$ cat src/rtl/combo_lock_ctrl.sv
// combo_lock_ctrl: 3-digit hex combination entry, retry budget and lockout.
// Optional COMBO_AUTO_RELOCK_EN: OPEN relocks after UNLOCK_CYCLES idle cycles.
`timescale 1ns/1ps
module combo_lock_ctrl #(
  parameter int NUM_TRIES     = 3,
  parameter int LOCK_CYCLES   = 1000,
  parameter int ENTRY_TIMEOUT = 500,
  parameter int UNLOCK_CYCLES = 2000
) (
  input  logic        clk,
  input  logic        rst,
  input  logic [15:0] btn,
  input  logic [11:0] code,
  output logic        unlocked,
  output logic        wrong,
  output logic        locked_out,
  output logic [1:0]  digit_cnt,
  output logic [1:0]  tries_left
);

  // One counter serves every timed state; the states never overlap.
`ifdef COMBO_AUTO_RELOCK_EN
  localparam int CNT_MAX = (LOCK_CYCLES > ENTRY_TIMEOUT) ?
    ((LOCK_CYCLES > UNLOCK_CYCLES) ? LOCK_CYCLES : UNLOCK_CYCLES) :
    ((ENTRY_TIMEOUT > UNLOCK_CYCLES) ? ENTRY_TIMEOUT : UNLOCK_CYCLES);
`else
  localparam int CNT_MAX = (LOCK_CYCLES > ENTRY_TIMEOUT) ?
    LOCK_CYCLES : ENTRY_TIMEOUT;
`endif
  localparam int CW = (CNT_MAX > 1) ? $clog2(CNT_MAX + 1) : 1;

  localparam logic [CW-1:0] ENTRY_LAST = CW'(ENTRY_TIMEOUT - 1);
  localparam logic [CW-1:0] LOCK_LAST  = CW'(LOCK_CYCLES - 1);
`ifdef COMBO_AUTO_RELOCK_EN
  localparam logic [CW-1:0] OPEN_LAST  = CW'(UNLOCK_CYCLES - 1);
`endif
  localparam logic [1:0]    TRIES_INIT = 2'(NUM_TRIES);

  typedef enum logic [1:0] {
    IDLE,
    ENTER,
    OPEN,
    LOCKOUT
  } state_t;

  state_t        state;
  logic [15:0]   btn_q;
  logic [11:0]   code_l;
  logic          match;
  logic [CW-1:0] tmr;

  logic [15:0]   rise;
  logic          press;
  logic [3:0]    digit;
  logic [3:0]    nib;

  assign rise  = btn & ~btn_q;
  assign press = $onehot(rise);

  // Encode the single rising button into its hex digit value.
  always_comb begin
    digit = 4'd0;
    for (int i = 0; i < 16; i++) begin
      if (rise[i]) digit = 4'(i);
    end
  end

  // Latched nibble the next digit is compared against.
  always_comb begin
    nib = code_l[3:0];
    unique case (1'b1)
      (digit_cnt == 2'd1): nib = code_l[7:4];
      (digit_cnt == 2'd2): nib = code_l[11:8];
      default:             nib = code_l[3:0];
    endcase
  end

  // Entry sequencer, retry budget, lockout and relock timing.
  always_ff @(posedge clk) begin
    if (rst) begin
      state      <= IDLE;
      btn_q      <= 16'h0000;
      code_l     <= 12'h000;
      match      <= 1'b0;
      tmr        <= '0;
      unlocked   <= 1'b0;
      wrong      <= 1'b0;
      locked_out <= 1'b0;
      digit_cnt  <= 2'd0;
      tries_left <= TRIES_INIT;
    end else begin
      btn_q <= btn;
      wrong <= 1'b0;
      case (state)
        IDLE: begin
          if (press) begin
            code_l    <= code;
            match     <= (digit == code[3:0]);
            digit_cnt <= 2'd1;
            tmr       <= '0;
            state     <= ENTER;
          end
        end
        ENTER: begin
          if (press) begin
            tmr <= '0;
            if (digit_cnt == 2'd2) begin
              digit_cnt <= 2'd0;
              if (match && (digit == nib)) begin
                state      <= OPEN;
                unlocked   <= 1'b1;
                tries_left <= TRIES_INIT;
              end else begin
                wrong <= 1'b1;
                if (tries_left != 2'd0) tries_left <= tries_left - 2'd1;
                if (tries_left <= 2'd1) begin
                  state      <= LOCKOUT;
                  locked_out <= 1'b1;
                end else begin
                  state <= IDLE;
                end
              end
            end else begin
              match     <= match & (digit == nib);
              digit_cnt <= digit_cnt + 2'd1;
            end
          end else if (tmr == ENTRY_LAST) begin
            state     <= IDLE;
            digit_cnt <= 2'd0;
            tmr       <= '0;
          end else begin
            tmr <= tmr + 1'b1;
          end
        end
        OPEN: begin
          if (press) begin
            state    <= IDLE;
            unlocked <= 1'b0;
            tmr      <= '0;
`ifdef COMBO_AUTO_RELOCK_EN
          end else if (tmr == OPEN_LAST) begin
            state    <= IDLE;
            unlocked <= 1'b0;
            tmr      <= '0;
          end else begin
            tmr <= tmr + 1'b1;
`endif
          end
        end
        LOCKOUT: begin
          if (tmr == LOCK_LAST) begin
            state      <= IDLE;
            locked_out <= 1'b0;
            tries_left <= TRIES_INIT;
            tmr        <= '0;
          end else begin
            tmr <= tmr + 1'b1;
          end
        end
        default: state <= IDLE;
      endcase
    end
  end

endmodule

$ cat config.mk
export PLATFORM = sky130hd
export DESIGN_NAME = combo_lock_ctrl
export DESIGN_NICKNAME = d
export VERILOG_FILES = /design/src/rtl/combo_lock_ctrl.sv
export SDC_FILE = /design/constraint.sdc
export NUM_CORES = 1
export LEC_CHECK = 0
export BUFFER_PORTS_ARGS = -buffer_cell sky130_fd_sc_hd__buf_4
export CAP_MARGIN = 20
export CORE_MARGIN = 5
export CORE_UTILIZATION = 52
export DETAILED_ROUTE_END_ITERATION = 7
export GPL_TIMING_DRIVEN = 0
export HOLD_SLACK_MARGIN = 0.03
export PLACE_DENSITY_LB_ADDON = 0.2
export SYNTH_ARGS = -nofsm -noshare
export SYNTH_HDL_FRONTEND = slang
export SYNTH_SLANG_ARGS = --single-unit
$ cat constraint.sdc
create_clock -name clk -period 5.8 [get_ports clk]
set_clock_uncertainty 0.2 [all_clocks]
set_input_delay 0.87 -clock clk [delete_from_list [all_inputs] [get_ports clk]]
set_output_delay 0.87 -clock clk [all_outputs]
set_load 0.02 [all_outputs]
# Word-level counts from Yosys, hierarchy flattened
# Cells that the tools add are included.
# word_totals
ff_bits	48
in_bits	30
out_inout_bits	7
wordCells	128
# op_classes
n_addsub	18
magnitude_cmp	1
eq_ne	23
mux	55
n_bitwise	6
reduce_logical	15
# op_table
operator	count
4-bit two-way mux	12
10-bit two-way mux	4
2-bit two-way mux	17
10-bit one-hot mux with 3 select lines	1
2-bit inequality test (second input constant)	9
1-bit by 1-bit adder with 2-bit output	8
16-bit AND	1
16-bit NOT	1
5-bit AND reduction	3
1-bit two-way mux	14
2-bit by 2-bit adder with 3-bit output	4
10-bit by 1-bit adder with 10-bit output (second input constant)	1
10-bit == test (second input constant)	1
10-bit by 9-bit == test with 1-bit output (second input constant)	1
3-bit inequality test (second input constant)	3
3-bit by 3-bit adder with 4-bit output	2
4-bit == test	2
2-bit one-hot mux with 2 select lines	2
2-bit one-hot mux with 4 select lines	1
4-bit one-hot mux with 2 select lines	1
2-bit nonzero test	4
2-bit == test (second input constant)	3
1-bit one-hot mux with 2 select lines	3
6-bit AND reduction	1
16 further kinds	19

# Longest topological paths before layout
# Gate-level depths: netlist (run 1).
# logic_depth
ltp_word	23
ltp_mapped	20
ltp_nobuf	18

# Worst setup path before layout (run 1)
# No wires, ideal clock.
# synth_path
path_type	input-to-reg
start	input port btn[11]
end	register code_l[10]
setup_ns	0.128
t_arrival_ns	5.220
required_time_ns	5.472
slack_ns	0.253
stages	18
n_path_buf	4
cell_sequence	nand2b_4 -> buf_6 -> fa_1 -> inv_1 -> fa_1 -> fa_1 -> fa_1 -> ha_1 -> fa_1 -> or2_1 -> a2111oi_4 -> and2_1 -> buf_4 -> nand2b_1 -> buf_2 -> buf_6 -> mux2i_1 -> nor2_1
# synth_between
elab_chain_len	7
# synth_lines
element	line	source
start, declared	12	input logic [15:0] btn,
16-bit AND	57	assign rise = btn & ~btn_q;
1-bit by 1-bit adder with 2-bit output (implied by the code)	58	assign press = $onehot(rise);
2-bit by 2-bit adder with 3-bit output (implied by the code)	58	
3-bit by 3-bit adder with 4-bit output (implied by the code)	58	
4-bit by 4-bit adder with 5-bit output (implied by the code)	58	
5-bit by 1-bit == test with 1-bit output	58	
2-bit AND reduction (no source line)	-	
end signal, assigned	97	code_l <= code;
end, declared	48	logic [11:0] code_l;
# Every way passes these cells.
# A chain may end at the register's enable or synchronous reset.

# Worst setup path after layout (run 1)
# layout_path
start	input port btn[11]
end	register code_l[6]
# Same word-level chain as after synthesis.

==> results.json, run 1 <==
{
  "status": "finished, final reports clean",
  "regArea_um2": 961,
  "clkTransAtPathRegs_ps": 90,
  "met3_usage_pct": 3.47,
  "ios": 37,
  "gr-total-overflow": 0,
  "grtUsageTotal_pct": 15.4,
  "yosysWarnings": 0,
  "synth_fa_ha_area_share_pct": 12.2,
  "crit_fanout": 10,
  "synth-edff-count": 0,
  "grt_max_degree": 16,
  "drv_slew": 0,
  "grt_pass1_wl_mm": 8.91,
  "n_antenna_cell": 0,
  "synth_cell_types": 54,
  "drc": 0,
  "drive_above_1_share_pct": 19.4,
  "place_area_um2": 3120,
  "core_um2": 5140,
  "fill_cells": 477,
  "syn_area_um2": 2770,
  "grt_most_used_layer": "met2",
  "synth_top_family_by_area": "simple AND/OR/NAND/NOR gates",
  "area_growth_pct": 17.8,
  "fp.dieArea_um2": 6880,
  "clk_path_buf_depth": 2,
  "dp_hpwl_mm": 4.03,
  "final_core_utilization_pct": 63.4,
  "syn-num-nets": 354,
  "layout_commonest_cell": "dfxtp_1",
  "antenna_found_initial": 0,
  "synth_ff_type": "dfxtp_1",
  "ys_ff_latch": 48,
  "final_cell_mix": "dfxtp_1 (48), buf_4 (40), nor2_1 (34)",
  "worstMarginPinSlew_ps": 506,
  "r2r-end": "code_l[6]",
  "grt_pass1_vias": 2090,
  "wirelength_mm": 5.18,
  "avgSynthCellArea_um2": 9.13,
  "synthMuxAreaShare_pct": 6.33,
  "critical_path_class": "primary input to register",
  "htreeDepth": 2,
  "worst_slack_ps": 380,
  "ant_nets": 0,
  "initial_utilization_pct": 53.8,
  "maxCapViolCount": 0,
  "min_period_ps": 5420,
  "finalSetupViolCount": 0,
  "dr.pass1.iters": 4,
  "place.gp.congestion": 0.769,
  "reg2regPathDepth": 19,
  "multi_input_comb_area_um2": 1640,
  "numClockSinks": 48,
  "leakage_nw": 1.41,
  "crit_arrival_ps": 5410,
  "crit_end": "code_l[6]",
  "fp.dieH_um": 82.9,
  "finalHoldViolations": 0,
  "relSlewSlack_pct": 66.3,
  "cp-startpoint": "btn[11]",
  "fin_area_um2": 3260,
  "cts_buffers": 5,
  "fmax_ghz": 0.185,
  "regToRegSetupSlack_ps": 660,
  "vias": 2148,
  "yosys.area_share.simple_pct": 24.2,
  "powerDensity_nw_per_um2": 353,
  "num_rows": 26,
  "synth_xor_xnor_area_share_pct": 4.43,
  "layout.nets": 400,
  "critPathRequiredTime_ps": 5790,
  "chipWidth_um": 82.9,
  "rsz0062_at_grt": "false",
  "root_buffer": "clkbuf_8",
  "setup-tns-final_ps": 0,
  "viasPerCell": 5.11,
  "drtIter0Drc": 89,
  "synth_compound_area_share_pct": 12.0,
  "ys_seq_area_share_pct": 34.8,
  "dp_worst_setup_slack_ps": -190,
  "worstSkewPairLatency_ps": 310,
  "r2r-start": "btn_q[11]",
  "met1_usage_pct": 18.8,
  "fin_crit_sh_pct": 93.4,
  "portBuffers": 36,
  "critPathCaptureType": "register",
  "hold_class": "register to register",
  "cts_tree": "done",
  "setup.worst_path.start_class": "primary input",
  "routedWlPerCell_um": 12.3,
  "vdd_ir_drop_max_uv": 218,
  "synthCells": 303,
  "async_flop_share_pct": 0,
  "cts_resized": 0,
  "use_met2_pct": 26.6,
  "total_power_mw": 1.15
}
how the worst min path moves through the flow:
stage | from | to | slack [ps] | depth (start not counted)
after floorplan | code_l[0] | code_l[0] | 260 | 2
after global placement | locked_out | locked_out | 240 | 2
after detailed placement | locked_out | locked_out | 240 | 2
after CTS | locked_out | locked_out | 260 | 2
after global routing | locked_out | locked_out | 300 | 2
final | locked_out | locked_out | 260 | 2
critical path, cell delays in order:
cell and delay (ps):
buf_4 100, nand2b_4 50, buf_6 130, fa_1 530, inv_1 60, fa_1 520, fa_1 440, fa_1 490
ha_1 230, fa_1 390, or2_1 250, a2111oi_4 280, buf_4 200, and2_1 130, buf_4 160, nand2b_1 60
buf_2 150, buf_6 160, mux2i_1 150, nor2_1 60
final cells by class:
type	count	share of cell area (%)
plain buffers	13	2.42
multi-input cells	218	50.2
repair buffers	39	8.99
inverters	24	2.77
well taps	70	2.69
clock buffers	5	2.11
clock inverters	3	1.31
flip-flops and latches	48	29.5
cells by family after synthesis:
| family | count (synthesis) |
|---|---|
| AO/OA/AOI/OAI | 45 |
| buffers and inverters | 37 |
| adder cells (fa/ha/maj) | 21 |
| flip-flops | 48 |
| AND/OR/NAND/NOR | 121 |
| multiplexers | 17 |
| XOR/XNOR | 14 |
per-layer routing:
layer | vias to the layer above | part of all wire, %
met3 | 4 | 4.3
met2 | 34 | 50
met1 | 1003 | 45
met5 | - | 0
li1 | 1107 | -
met4 | 0 | 1.2
synthesized netlist by cell type, types with 6 or more instances:
master    number  area share (%)
xnor2_1        8             2.5
nor2b_1       25             5.7
nand2_1       15             2.0
ha_1          11             5.0
nor2_1        34             4.6
a21oi_1       14             2.5
inv_1         24             3.3
dfxtp_1       48              35
fa_1          10             7.2
clkbuf_1       6            0.81
nand3_1        8             1.4
nor3_1         8             1.4
xor2_1         6             1.9
mux2i_1       15             5.4
nand2b_1      13             2.9
where the power goes:
group          leakage, nW  switching (mW)  internal [mW]
Clock               0.0541           0.115          0.128
Combinational        0.965           0.267          0.244
Sequential           0.392          0.0216          0.375
Total                 1.41           0.404          0.746
stage by stage:
stage / cells / hold slack [ps]
after floorplan: 303 / 258
after global placement: 409 / 239
after detailed placement: 409 / 244
after CTS: 417 / 258
after global routing: 420 / 299
final: 420 / 258
flip-flops by register name (all words and copies together), names as in the netlist:
name,cells
btn_q,16
code_l,12
digit_cnt,2
locked_out,1
match,1
state,2
tmr,10
tries_left,2
unlocked,1
wrong,1
timing repair:
item / in CTS / in global routing
hold buffers: 0 / 0
setup endpoints to repair: 0 / 14
buffers inserted: 0 / 3
(Power assumes the default switching activity.)
==> inputs of run 2 (changes only) <==
Settings changed: MAX_ROUTING_LAYER from default to met4.
==> results.json, run 2 (synthesized netlist as in run 1, its figures left out) <==
{
  "p_sw_share_pct": 35.1,
  "cts_resized": 0,
  "wl_met1_mm": 2.31,
  "core_um2": 5140,
  "fmax_ghz": 0.185,
  "path_cells": "buf_4, nand2b_4, buf_6, fa_1, inv_1, fa_1, fa_1, fa_1, ha_1, fa_1, or2_1, a2111oi_4, buf_4, and2_1, buf_4, nand2b_1, buf_2, buf_6, mux2i_1, nor2_1",
  "final_core_utilization_pct": 63.4,
  "rsz0062_at_grt": "false",
  "setup.worst_path.start_class": "primary input",
  "fp.dieArea_um2": 6880,
  "numClockSinks": 48,
  "crit_fanout": 10,
  "grt_pass1_vias": 2095,
  "hold_ws_ps": 258,
  "hold_path_depth": 2,
  "worstMarginPinSlew_ps": 499,
  "worstSkewPairLatency_ps": 310,
  "reg_top3": "btn_q: 16 flops, code_l: 12 flops, tmr: 10 flops",
  "grtUsageTotal_pct": 15.8,
  "finalSetupViolCount": 0,
  "fill_cells": 477,
  "relSlewSlack_pct": 66.7,
  "regMostFlops": "btn_q",
  "vias": 2155,
  "dpl.cell_count": 409,
  "ios": 37,
  "dp_hpwl_mm": 4.03,
  "p_int_uw": 746,
  "cts_tree": "done",
  "min_period_ps": 5420,
  "drc": 0,
  "largest_reg_flops": 16,
  "leakage_nw": 1.41,
  "crit_arrival_ps": 5410,
  "viasPerCell": 5.13,
  "met2_length_mm": 2.54,
  "grt_pass1_wl_mm": 8.90,
  "met3_wirelength_um": 238,
  "crit_slowest_cell": "fa_1",
  "switchingPower_uw": 404,
  "stdcell_count": 420,
  "clk_path_buf_depth": 2,
  "reg2regPathDepth": 19,
  "hold_class": "register to register",
  "gr-total-overflow": 0,
  "routedWlPerCell_um": 12.3,
  "antenna_found_initial": 0,
  "layout_commonest_cell": "dfxtp_1",
  "fp.dieH_um": 82.9,
  "critPathRequiredTime_ps": 5790,
  "chipWidth_um": 82.9,
  "clkTransAtPathRegs_ps": 90,
  "top_layer": "met4",
  "grt_max_degree": 16,
  "status": "finished, final reports clean",
  "total_power_mw": 1.15,
  "place.gp.congestion": 0.779,
  "multi_input_comb_area_um2": 1640,
  "drive_above_1_share_pct": 19.4,
  "r2r-start": "btn_q[11]",
  "ant_nets": 0,
  "initial_utilization_pct": 53.8,
  "cp_common_cell": "fa_1",
  "critPathCaptureType": "register",
  "fin_crit_sh_pct": 93.4,
  "hold_end": "locked_out",
  "maxCapViolCount": 0,
  "regArea_um2": 961,
  "htreeDepth": 2,
  "power_frac_clock_pct": 21.1,
  "final_cell_mix": "dfxtp_1 (48), buf_4 (40), nor2_1 (34)",
  "finalHoldViolations": 0,
  "r2r-end": "code_l[6]",
  "dp_worst_setup_slack_ps": -190,
  "min_from": "locked_out",
  "critical_path_class": "primary input to register",
  "cts_buffers": 5,
  "cp_top_family": "adder cells",
  "n_antenna_cell": 0,
  "seq_power_share_pct": 34.5,
  "regToRegSetupSlack_ps": 660,
  "drtIter0Drc": 86,
  "vdd_ir_drop_max_uv": 218,
  "drv_slew": 0,
  "area_growth_pct": 17.8,
  "layout.nets": 400,
  "power_frac_comb_pct": 44.4,
  "num_rows": 26,
  "worst_slack_ps": 382,
  "cp_num_buf_inv": 7,
  "portBuffers": 36,
  "root_buffer": "clkbuf_8",
  "wirelength_mm": 5.17,
  "dr.pass1.iters": 4,
  "powerDensity_nw_per_um2": 353,
  "cpPeakStageDelay_ps": 530
}
[run 2: cell counts in the layout (fill, tap and decap cells not counted)]
No cell type changed its count.
[run 2: per-layer routing]
metal	GRT usage (%)	up-vias
met5	-	-
met4	5.20	0
met3	3.47	6
met2	26.6	40
met1	18.8	1004
li1	-	1105
[run 2: worst max path at each step]
stage / start / end / cells after the start
6_report: btn[11] / code_l[6] / 20
5_1_grt: btn[5] / code_l[8] / 19
4_1_cts: btn[11] / code_l[6] / 19
3_5_place_dp: btn[11] / code_l[6] / 19
3_3_place_gp: btn[11] / code_l[11] / 19
2_1_floorplan: btn[11] / code_l[10] / 18
[run 2: repair_timing]
action / 4_1_cts / 5_1_grt
hold buffers: 0 / 0
endpoints found under the hold margin: 0 / 0
setup buffers: 0 / 3
setup endpoints to repair: 0 / 14
[run 2: power groups by stage]
stage | Clock [mW] | Sequential [mW] | Combinational (mW)
after CTS | 0.251 | 0.396 | 0.494
final | 0.243 | 0.396 | 0.511
after floorplan | 0 | 0.400 | 0.400
after global placement | 0 | 0.402 | 0.478
after detailed placement | 0 | 0.404 | 0.489
after global routing | 0.262 | 0.402 | 0.586
[run 2: per-stage QoR]
stage          setup TNS [ps]  instance area (um2)
2_1_floorplan               0                 2770
3_3_place_gp            -1210                 3120
3_5_place_dp            -2200                 3120
4_1_cts                     0                 3230
5_1_grt                     0                 3260
6_report                    0                 3260
[run 2: area by class of cell]
class,instances,share of cell area [%]
Multi-Input combinational cell,218,50.2
Clock inverter,3,1.31
Tap cell,70,2.69
Inverter,24,2.77
Clock buffer,5,2.11
Buffer,13,2.42
Sequential cell,48,29.5
Timing Repair Buffer,39,8.99
[run 2: worst reg2reg max path: cells and delay by family, from the launching register on]
kind | cells | cell delay [ps]
DFF | 1 | 310
AOI/OAI and AO/OA | 1 | 280
adders and majority gates | 6 | 2600
buffers and inverters | 6 | 870
and+or+nand+nor | 5 | 630
muxes | 1 | 160
==> inputs of run 3 (changes only) <==
Settings changed: PLACE_DENSITY_LB_ADDON 0.2 to 0.1, SLEW_MARGIN from default to 25.
==> results.json, run 3 (synthesized netlist as in run 1, its figures left out) <==
{
  "crit_fanout": 10,
  "root_buffer": "clkbuf_8",
  "n_antenna_cell": 0,
  "drv_slew": 0,
  "leakage_nw": 1.39,
  "hold_end": "locked_out",
  "drtIter0Drc": 81,
  "min_period_ps": 5430,
  "regMostFlops": "btn_q",
  "r2r-end": "code_l[9]",
  "final_cell_mix": "dfxtp_1 (48), buf_4 (38), nor2_1 (34)",
  "grt_pass1_vias": 2058,
  "area_growth_pct": 16.5,
  "clk_path_buf_depth": 2,
  "cts_resized": 0,
  "worstSkewPairLatency_ps": 300,
  "hold_class": "register to register",
  "drive_above_1_share_pct": 18.4,
  "crit_arrival_ps": 5400,
  "vdd_ir_drop_max_uv": 239,
  "cts_buffers": 5,
  "powerDensity_nw_per_um2": 340,
  "reg_top3": "btn_q: 16 flops, code_l: 12 flops, tmr: 10 flops",
  "finalSetupViolCount": 0,
  "critical_path_class": "primary input to register",
  "status": "finished, final reports clean",
  "chipWidth_um": 82.9,
  "maxCapViolCount": 0,
  "fp.dieH_um": 82.9,
  "setup.worst_path.start_class": "primary input",
  "portBuffers": 36,
  "fp.dieArea_um2": 6880,
  "ios": 37,
  "largest_reg_flops": 16,
  "viasPerCell": 5.02,
  "hold_buffers": 0,
  "fin_crit_sh_pct": 93.6,
  "drc": 0,
  "clkTransAtPathRegs_ps": 90,
  "rsz0062_at_grt": "false",
  "fmax_ghz": 0.184,
  "fin_area_um2": 3220,
  "ant_nets": 0,
  "layout_commonest_cell": "dfxtp_1",
  "worstMarginPinSlew_ps": 501,
  "critPathRequiredTime_ps": 5780,
  "num_rows": 26,
  "dp_hpwl_mm": 3.89,
  "place_area_um2": 3120,
  "cts_tree": "done",
  "initial_utilization_pct": 53.8,
  "core_um2": 5140,
  "gr-total-overflow": 0,
  "antenna_found_initial": 0,
  "grtUsageTotal_pct": 16.3,
  "routedWlPerCell_um": 12.0,
  "finalHoldViolations": 0,
  "reg2regPathDepth": 18,
  "wirelength_mm": 5.00,
  "regToRegSetupSlack_ps": 660,
  "hold_ws_ps": 243,
  "layout.nets": 398,
  "critPathCaptureType": "register",
  "grt_pass1_wl_mm": 9.19,
  "hold_path_depth": 2,
  "min_from": "locked_out",
  "relSlewSlack_pct": 66.6,
  "dr.pass1.iters": 4,
  "postCtsSetupBuffers": 0,
  "numClockSinks": 48,
  "place.gp.congestion": 0.775,
  "r2r-start": "btn_q[11]",
  "grt_max_degree": 14,
  "vias": 2098,
  "htreeDepth": 2
}
run 3: changes by cell type in the layout (fill, tap and decap cells not counted), sizes merged:
cell / delta
clkinv: -1
bufinv: -1
clkinvlp: -1
clkbuf: +3
buf: -2
run 3: area by class of cell:
type	instances	area, um2
plain buffers	13	78.8
clock buffers	8	90.1
well taps	70	87.6
fillers	503	1920
flip-flops and latches	48	961
multi-input cells	218	1640
repair buffers	37	278
inverters	24	90.1
run 3: layer usage:
layer / wire length [um] / global-route usage [%]
met1: 2490 / 21.3
met2: 2270 / 25.3
met3: 202 / 3.66
met4: 44 / 4.46
met5: 0 / -
run 3: report_power, final:
part / internal, mW / switching [mW]
logic: 0.231 / 0.261
clock network: 0.0974 / 0.108
registers: 0.375 / 0.0213
run 3: critical path: stages:
cell       delay [ps]
buf_4             100
nand2b_4           50
buf_6             130
fa_1              530
inv_1              50
fa_1              520
fa_1              440
fa_1              490
ha_1              230
fa_1              380
or2_1             250
a2111oi_4         430
and2_1            180
buf_4             160
nand2b_1           70
buf_2             150
buf_6             160
mux2i_1           150
nor2_1             50
run 3: through the flow:
stage	TNS, ps	worst slack [ps]	utilization, %	cells	power, mW
finish	0	372	62.7	418	1.09
global route	0	134	62.7	418	1.19
CTS	0	153	62.5	417	1.10
detailed placement	-2010	-176	60.8	409	0.891
global placement	-1350	-120	60.8	409	0.882
floorplan	0	253	-	303	0.800
run 3: worst max-delay path by stage:
| stage | slack, ps | startpoint | depth (start not counted) | endpoint |
|---|---|---|---|---|
| 2_1_floorplan | 250 | btn[11] | 18 | code_l[10] |
| 5_1_grt | 130 | btn[11] | 19 | code_l[5] |
| 3_5_place_dp | -180 | btn[11] | 19 | code_l[9] |
| 3_3_place_gp | -120 | btn[11] | 19 | code_l[5] |
| 4_1_cts | 150 | btn[11] | 19 | code_l[9] |
| 6_report | 370 | btn[11] | 19 | code_l[9] |
